[src/rtl/s2p_rx.sv]
// ============================================================================
// s2p_rx : serial-to-parallel receiver with valid/ready output and error flags
// Optional: define S2P_RX_SYNC_EN to add 2-flop input synchronizers.
// Revision: 1.0
// ============================================================================
`default_nettype none

module s2p_rx #(
    parameter int WIDTH = 8
) (
    input  logic             clk,
    input  logic             reset_n,
    input  logic             s_in,
    input  logic             frame_n,
    output logic [WIDTH-1:0] d_out,
    output logic             valid,
    input  logic             ready,
    output logic             overrun,
    output logic             framing_err,
    output logic             busy
);

    localparam int CW = $clog2(WIDTH + 1);

    typedef enum logic [1:0] {
        IDLE  = 2'd0,
        SHIFT = 2'd1,
        DRAIN = 2'd2
    } state_t;

    logic s_bit;
    logic frm_n;

`ifdef S2P_RX_SYNC_EN
    logic [1:0] s_sync;
    logic [1:0] f_sync;

    // Idle values (data low, strobe high) so reset never looks like a frame start.
    always_ff @(posedge clk or negedge reset_n) begin
        if (!reset_n) begin
            s_sync <= 2'b00;
            f_sync <= 2'b11;
        end else begin
            s_sync <= {s_sync[0], s_in};
            f_sync <= {f_sync[0], frame_n};
        end
    end

    assign s_bit = s_sync[1];
    assign frm_n = f_sync[1];
`else
    assign s_bit = s_in;
    assign frm_n = frame_n;
`endif

    state_t           state;
    state_t           state_nxt;
    // Only WIDTH-1 bits are kept: the final bit is taken straight from s_bit.
    logic [WIDTH-2:0] shift;
    logic [WIDTH-2:0] shift_nxt;
    logic [CW-1:0]    bit_cnt;
    logic [CW-1:0]    bit_cnt_nxt;
    logic             extra;
    logic             extra_nxt;
    logic [WIDTH-1:0] word;
    logic             word_done;
    logic [WIDTH-1:0] d_out_nxt;
    logic             valid_nxt;
    logic             overrun_nxt;
    logic             framing_err_nxt;
    logic             busy_nxt;

    assign word = {shift, s_bit};

    always_ff @(posedge clk or negedge reset_n) begin
        if (!reset_n) begin
            state       <= IDLE;
            shift       <= '0;
            bit_cnt     <= '0;
            extra       <= 1'b0;
            d_out       <= '0;
            valid       <= 1'b0;
            overrun     <= 1'b0;
            framing_err <= 1'b0;
            busy        <= 1'b0;
        end else begin
            state       <= state_nxt;
            shift       <= shift_nxt;
            bit_cnt     <= bit_cnt_nxt;
            extra       <= extra_nxt;
            d_out       <= d_out_nxt;
            valid       <= valid_nxt;
            overrun     <= overrun_nxt;
            framing_err <= framing_err_nxt;
            busy        <= busy_nxt;
        end
    end

    always_comb begin
        state_nxt       = state;
        shift_nxt       = shift;
        bit_cnt_nxt     = bit_cnt;
        extra_nxt       = extra;
        word_done       = 1'b0;
        framing_err_nxt = 1'b0;

        case (state)
            IDLE: begin
                if (!frm_n) begin
                    shift_nxt   = word[WIDTH-2:0];
                    bit_cnt_nxt = CW'(1);
                    state_nxt   = SHIFT;
                end
            end
            SHIFT: begin
                if (!frm_n) begin
                    shift_nxt = word[WIDTH-2:0];
                    if (bit_cnt == CW'(WIDTH - 1)) begin
                        word_done   = 1'b1;
                        bit_cnt_nxt = '0;
                        state_nxt   = DRAIN;
                    end else begin
                        bit_cnt_nxt = bit_cnt + CW'(1);
                    end
                end else begin
                    framing_err_nxt = 1'b1;
                    bit_cnt_nxt     = '0;
                    state_nxt       = IDLE;
                end
            end
            DRAIN: begin
                if (!frm_n) begin
                    extra_nxt = 1'b1;
                end else begin
                    framing_err_nxt = extra;
                    extra_nxt       = 1'b0;
                    state_nxt       = IDLE;
                end
            end
            default: begin
                state_nxt   = IDLE;
                bit_cnt_nxt = '0;
                extra_nxt   = 1'b0;
            end
        endcase
    end

    // Output holding register: a completing word may replace one being consumed this cycle.
    always_comb begin
        d_out_nxt   = d_out;
        valid_nxt   = valid;
        overrun_nxt = 1'b0;

        if (word_done) begin
            if (!valid || ready) begin
                d_out_nxt = word;
                valid_nxt = 1'b1;
            end else begin
                overrun_nxt = 1'b1;
            end
        end else if (valid && ready) begin
            valid_nxt = 1'b0;
        end

        busy_nxt = (state_nxt != IDLE);
    end

endmodule

`default_nettype wire
[config.mk]
export PLATFORM = sky130hd
export DESIGN_NAME = s2p_rx
export DESIGN_NICKNAME = d
export VERILOG_FILES = /design/src/rtl/s2p_rx.sv
export SDC_FILE = /design/constraint.sdc
export NUM_CORES = 1
export LEC_CHECK = 0
export ABC_AREA = 1
export CORE_ASPECT_RATIO = 0.7
export CORE_MARGIN = 5
export CORE_UTILIZATION = 56
export DETAILED_ROUTE_END_ITERATION = 6
export GPL_TIMING_DRIVEN = 0
export PLACE_DENSITY_LB_ADDON = 0.25
export SYNTH_ARGS = -nofsm -noshare
export SYNTH_HDL_FRONTEND = slang
export SYNTH_SLANG_ARGS = --single-unit
[constraint.sdc]
create_clock -name clk -period 2.8 [get_ports clk]
set_input_delay 0.42 -clock clk [delete_from_list [all_inputs] [get_ports clk]]
set_output_delay 0.42 -clock clk [all_outputs]
set_load 0.01 [all_outputs]
### Yosys cells after proc, flatten, opt, wreduce, memory -nomap -nowiden

Cells that the tools add are included.

| storage, ports and cells | value |
|---|---|
| flip-flop bits (word level) | 26 |
| input port bits | 5 |
| output and inout bits | 12 |
| word-level logic and storage cells | 50 |

| cells by class | value |
|---|---|
| add/sub/neg operators | 1 |
| equality and inequality tests | 5 |
| muxes and demuxes | 22 |
| bitwise operators | 2 |
| reduce and logical (&&, ||, !) cells | 11 |

Operator list:

| cell | number |
|---|---|
| $mux W4 | 3 |
| $pmux W4 S3 | 1 |
| $mux W1 | 11 |
| $mux W2 | 4 |
| $reduce_and A2 Y1 | 4 |
| $pmux W2 S3 | 1 |
| $add A4 B1 Y4 const B | 1 |
| $eq A4 B3 Y1 const B | 1 |
| $pmux W1 S2 | 2 |
| $reduce_bool A2 Y1 | 2 |
| $eq A2 B1 Y1 const B | 1 |
| $eq A2 B2 Y1 const B | 1 |
| $logic_not A2 Y1 | 1 |
| $ne A2 B1 Y1 const B | 1 |
| $ne A2 B2 Y1 const B | 1 |
| $not A1 Y1 | 2 |
| $reduce_or A2 Y1 | 1 |
| $logic_and A1 B1 Y1 | 1 |
| $logic_not A1 Y1 | 1 |
| $logic_or A1 B1 Y1 | 1 |

### Depth between registers and ports, before layout

Gate-level depths: netlist of run 1.

| logic depth | value |
|---|---|
| depth after elaboration | 6 |
| gate-level depth with buffers | 8 |
| depth with buffers taken out | 8 |

### Least setup slack after synthesis of run 1

OpenSTA, ideal clock, no wires.

| path | value |
|---|---|
| path type | reg2reg |
| from | register state[1] |
| to | register d_out[3] |
| library setup time | 118 ps |
| data arrival time | 1211 ps |
| data required time | 2682 ps |
| slack | 1472 ps |
| stages on the path, launching flop included | 9 |
| buffers on the path | 1 |
| clock period less this slack | 1328 ps |
| cell sequence | dfrtp_1 inv_1 ha_1 inv_2 nor2_4 nand3_4 buf_6 nand2_1 o21ai_2 |

| on the way | value |
|---|---|
| longest elaborated chain between the ends | 3 |

Ends and longest elaborated chain:

| item | RTL line | source |
|---|---|---|
| start, declared | 56 | `state_t state;` |
| start signal, assigned | 87 | `state <= state_nxt;` |
| $eq A2 B1 Y1 | 107 | `case (state)` |
| $mux W1 | 107 |  |
| $reduce_and A2 Y1 (no line) | n/a |  |
| end signal, assigned | 91 | `d_out <= d_out_nxt;` |
| end, declared | 15 | `output logic [WIDTH-1:0] d_out,` |

Every way passes these cells.
A chain may end at the register's enable or synchronous reset.

### Worst setup path in the final report of run 1

| path | value |
|---|---|
| from | register d_out[1] |
| to | output port d_out[1] |

No word-level cell between the ends.

==> metrics, run 1 <==
outcome=finished clean; Die ar.=0.00320 mm²; critical path class=flop to output port; drt first pass iters=4; Hold EP=d_out[7]; Worst Min Path Start=d_out[7]; Logic pwr share=roughly 31%; Reg2Reg Launch Point=state[1]; share of cells above drive strength 1=between 10% and 20%; critical-path cell list=clkdlybuf4s50_1; synthesized instance count=about 140; n_diodes=0; synth top area cells=dfrtp_1 (54%), nand2_1 (13%), inv_1 (6.8%), ha_1 (5.2%), o21ai_2 (4.4%); hold_buf cts=0; Layout area overhead=18.8%; GRT Util Overall=14.2%; Ports=17; Int Power=about 660 µW; CP Launch Type=flop; area of the core=~0.0021 mm²; worst-margin pin slew=approximately 1100 ps; root buf cell=clkbuf_4; Final Max Tran Viols=0; CTS tree=built; Placer Congestion=0.732; syn avg cell area=8.88 µm²; unrepaired setup endpoints after global routing=false; reg-to-reg endpoint=d_out[4]; sequential share of power=50.6%; post-CTS sizing=0; Leakage Power=about 0.73 nW; count of final setup violators=0; Synth cell types=16; Post-layout nets=167; data required time of the worst path=around 2400 ps; CTS H-tree lvls=1; first-pass GRT wire length=~3500 µm; Final min period=about 1700 ps; Yosys top cell area share=53.9%; synth warn=0; antenna violations before repair=0; Avg WL per Cell=11.1 µm; switching share of total power=34.5%; via count=between 800 and 900; P_sw=between 300 and 400 µW; worst vdd ir=0.446 mV; worst path bufs/invs=1; final hold violation count=0; post-synth top area cell=dfrtp_1; CP endpoint kind=output port; Crit Path Max Fanout=2; Achievable Freq=a little over 600 MHz; Worst Hold Class=flop to flop; Port Buffer Count=16; CP startpoint=d_out[1]; Hold Path Depth=2; vias in the first global route=roughly 860; total power draw=between 1 and 1.5 mW; antenna-violating nets left=0; Top delay family on crit path=buffers and inverters; PD cells=approximately 710 mW/mm²; postcts setup bufs=0; largest net degree at the start of global routing=27; Mapped Area=roughly 0.0012 mm²; routed wire length=2000 µm; Slew headroom=between 20% and 30%; period utilization=~59%; Setup TNS=0 ps; die width=65.5 µm; post-DR vias/cell=4.92; final setup margin=1140 ps; clock-pin slew on the worst setup and hold paths=around 130 ps; crit path DAT=between 1000 and 1500 ps; max-cap check violation count=0; Crit-path slowest cell=clkdlybuf4s50_1; #FFs+latches synth=26; pre-CTS WS=between 900 and 1000 ps; drt drc=0; starting density of the core=a little under three fifths; Slowest Stage Delay on Critical Path=550 ps; TritonCTS Sinks=26; clock group share of total power=18.1%; Row Count=14; Worst-Skew Late Latency=around 320 ps; Reg2Reg Setup Slack=about 1300 ps; post-synthesis sequential area ratio=a little over half; Post-DP HPWL=between 1500 and 2000 µm; GRT Residual Overflow=0; CTS buffer count=3; clock tree buffer depth=2; DR iter-0 viols=21; worst r2r path cells=8; Final Skew=approximately 7.3 ps; synthesized net count=146; chip height=a little under 50 µm
Yosys cell counts, drive strengths merged:
cell / count
nand3: 7
buf: 2
nor2: 8
o21ai: 16
ha: 5
nand2: 45
dfrtp: 26
inv: 23
a21oi: 4
flip-flops by register name, indices dropped and copies added (netlist names):
register and flops:
d_out 8, shift 7, bit_cnt 4, state 2, busy 1, extra 1, framing_err 1, overrun 1
valid 1
through the flow:
stage | cell area (µm²) | cells | utilization [%] | hold slack, ps
6_report | 1430 | 180 | 68.2 | 493
4_1_cts | 1430 | 180 | 68.2 | 498
5_1_grt | 1430 | 180 | 68.2 | 519
3_3_place_gp | 1400 | 176 | 66.5 | 458
2_1_floorplan | 1210 | 136 | - | 124
3_5_place_dp | 1400 | 176 | 66.5 | 464
layout by cell type, fill, tap and decap left out, types with 2 or more instances in the layout:
cell / count
nand2_1: 43
dfrtp_1: 26
inv_1: 22
clkdlybuf4s50_1: 16
o21ai_0: 9
nand3_1: 6
nor2_1: 6
o21ai_2: 6
ha_1: 5
a21oi_1: 4
clkbuf_4: 3
nand2_2: 2
nor2_4: 2
power groups by stage:
stage	clock (mW)	sequential, mW	combinational [mW]
6_report	0.184	0.514	0.318
5_1_grt	0.210	0.522	0.364
4_1_cts	0.188	0.513	0.322
3_5_place_dp	0	0.521	0.317
3_3_place_gp	0	0.518	0.307
2_1_floorplan	0	0.519	0.218
layout make-up:
type / count / area, µm²
Buffer: 2 / 18.8
Inverter: 23 / 86.3
Fill cell: 187 / 668
Tap cell: 24 / 30.0
Multi-Input combinational cell: 85 / 452
Sequential cell: 26 / 651
Timing Repair Buffer: 16 / 160
Clock buffer: 4 / 36.3
kinds of logic after synthesis:
family / Yosys count / synth area share [%]
adder cells (fa/ha/maj): 5 / 5.18
buffers and inverters: 25 / 8.70
AND/OR/NAND/NOR: 60 / 22.1
AO/OA/AOI/OAI: 20 / 10.2
flip-flops: 26 / 53.9
worst max path at each step:
| stage | cells past startpoint | end | slack, ps |
|---|---|---|---|
| final | 1 | d_out[1] | 1140 |
| after global routing | 1 | d_out[0] | 1060 |
| after CTS | 1 | d_out[1] | 1130 |
| after detailed placement | 1 | d_out[1] | 990 |
| after global placement | 1 | d_out[1] | 1000 |
| after floorplan | 8 | d_out[3] | 1470 |
per-layer routing:
metal  up-vias  wire length [µm]  share of wire, %  track usage (%)
li1        458                 -                 -                -
met1       408               986                49             18.0
met2        18               889                45             23.0
met3         2               108               5.4             5.30
met4         0                10              0.50             3.10
met5         -                 0                 0                0
(Power assumes the default switching activity.)
==> inputs of run 2 (changes only) <==
--- a/config.mk
+++ b/config.mk
@@ -8,7 +8,7 @@
 export ABC_AREA = 1
 export CORE_ASPECT_RATIO = 0.7
 export CORE_MARGIN = 5
-export CORE_UTILIZATION = 56
+export CORE_UTILIZATION = 47
 export DETAILED_ROUTE_END_ITERATION = 6
 export GPL_TIMING_DRIVEN = 0
 export PLACE_DENSITY_LB_ADDON = 0.25
==> constraint.sdc (replaced) <==
create_clock -name clk -period 1.5 [get_ports clk]
set_input_delay 0.225 -clock clk [delete_from_list [all_inputs] [get_ports clk]]
set_output_delay 0.225 -clock clk [all_outputs]
set_load 0.01 [all_outputs]
==> run 2 against run 1 <==
Compared with the run above: sequential share of layout area shrank 2.7 points; total power grew 100%; via count grew 5.9%; count of clock-buffer cells in the layout is the same; highest routed layer unchanged.
==> metrics, run 2 (synthesized netlist as in run 1, its figures left out) <==
outcome=finished clean; Logic pwr share=31.5%; CTS tree=built; Leakage Power=approximately 0.76 nW; drt first pass iters=4; count of final setup violators=0; largest net degree at the start of global routing=27; drt drc=0; GRT Residual Overflow=0; GRT Util Overall=between 10% and 20%; Layout area overhead=26.3%; crit path DAT=approximately 1500 ps; root buf cell=clkbuf_8; Achievable Freq=approximately 700 MHz; Worst Hold Class=flop to flop; sequential share of power=about 47%; PD cells=1330 mW/mm²; Setup TNS=0 ps; area of the core=around 0.0025 mm²; P_sw=approximately 670 µW; CTS buffer count=3; commonest non-fill, non-tap cells in the layout=nand2_1 (42), dfrtp_1 (26), inv_1 (20); antenna-violating nets left=0; first-pass GRT wire length=roughly 3600 µm; data required time of the worst path=1640 ps; clock group share of total power=around a fifth; Avg WL per Cell=10.8 µm; Top Registers=d_out x8, shift x7, bit_cnt x4; fin cells=roughly 200; unrepaired setup endpoints after global routing=false; Post-DP HPWL=approximately 1600 µm; final setup margin=approximately 110 ps; routed wire length=around 2100 µm; Final Skew=~2.8 ps; share of cells above drive strength 1=approximately 18%; Die ar.=around 0.0037 mm²; hold_buf cts=0; via count=approximately 940; post-DR vias/cell=between 4 and 5; clock-pin slew on the worst setup and hold paths=roughly 80 ps; worst-margin pin slew=1130 ps; chip height=between 50 and 60 µm; Placer Congestion=between 0.7 and 0.8; Area after DPL=0.00141 mm²; total power draw=approximately 2.0 mW; Worst-Skew Late Latency=about 260 ps; CTS H-tree lvls=1; most common cell after layout, fill and taps aside=nand2_1; Post-layout nets=173; Final Max Tran Viols=0; vias in the first global route=812; antenna violations before repair=0; WHS=approximately 480 ps; final hold violation count=0; pre-CTS WS=-139 ps; Int Power=approximately 1.4 mW; worst vdd ir=0.804 mV; clock tree buffer depth=2; die width=around 70 µm; CP endpoint kind=flop; post-layout util=between 60 and 70%; DR iter-0 viols=39; Slew headroom=24.7%; Crit Path Max Fanout=10; Fill cells=218; max-cap check violation count=0; Largest register FFs=8; post-route cell area=about 0.0015 mm²; Port Buffer Count=16; number of placed instances, taps included=186; starting density of the core=between 40% and 50%; Row Count=15; Final min period=between 1000 and 1500 ps; critical path class=flop to flop; CP Launch Type=flop; period utilization=between 90% and 100%; largest reg by FF count=d_out; n_diodes=0; Ports=17; switching share of total power=about 33%; TritonCTS Sinks=26
run 2: path summary, 6_finish.rpt:
path                            startpoint  cells after the start  slack (ps)        to
worst max-delay path              state[0]                      8         110  shift[6]
worst min-delay path              shift[6]                      2         480  d_out[7]
worst max register to register    state[0]                      8         110  shift[6]
worst min register to register    shift[6]                      2         480  d_out[7]
max in group asynchronous          reset_n                      1         260  d_out[2]
min in group asynchronous          reset_n                      1         560  state[1]
run 2: critical path, stage by stage (launching register included):
cell and delay, ps:
dfrtp_1 410, inv_2 90, ha_2 190, inv_1 80
nand2_2 90, nand2_2 100, buf_4 190, nand2_1 50
o21ai_0 70
run 2: cell type report:
type | instances | area, µm² | share of cell area (%)
Clock buffer | 4 | 55.1 | 3.61
Buffer | 2 | 22.5 | 1.48
Multi-Input combinational cell | 85 | 459 | 30.1
Inverter | 23 | 86.3 | 5.66
Tap cell | 34 | 42.5 | 2.79
Timing Repair Buffer | 22 | 209 | 13.7
Sequential cell | 26 | 651 | 42.7
run 2: per-layer routing:
layer | GRT usage, % | routed length [µm] | up-vias
met5 | 0 | 0 | -
met4 | 0.938 | 7 | 0
met3 | 4.21 | 102 | 2
met2 | 20.0 | 970 | 24
met1 | 16.2 | 1030 | 440
li1 | - | - | 472
run 2: power by group through the flow:
stage | clock network [mW] | logic (mW) | registers, mW
2_1_floorplan | 0 | 0.406 | 0.968
3_3_place_gp | 0 | 0.577 | 0.967
3_5_place_dp | 0 | 0.599 | 0.970
4_1_cts | 0.449 | 0.627 | 0.957
5_1_grt | 0.480 | 0.724 | 0.973
6_report | 0.428 | 0.640 | 0.961
run 2: timing repair:
action                                  CTS  global route
endpoints found under the setup margin    2            15
endpoints found under the hold margin     0             0
pin swaps                                 1             3
buffers inserted                          2             4
gates resized for setup                   0             7
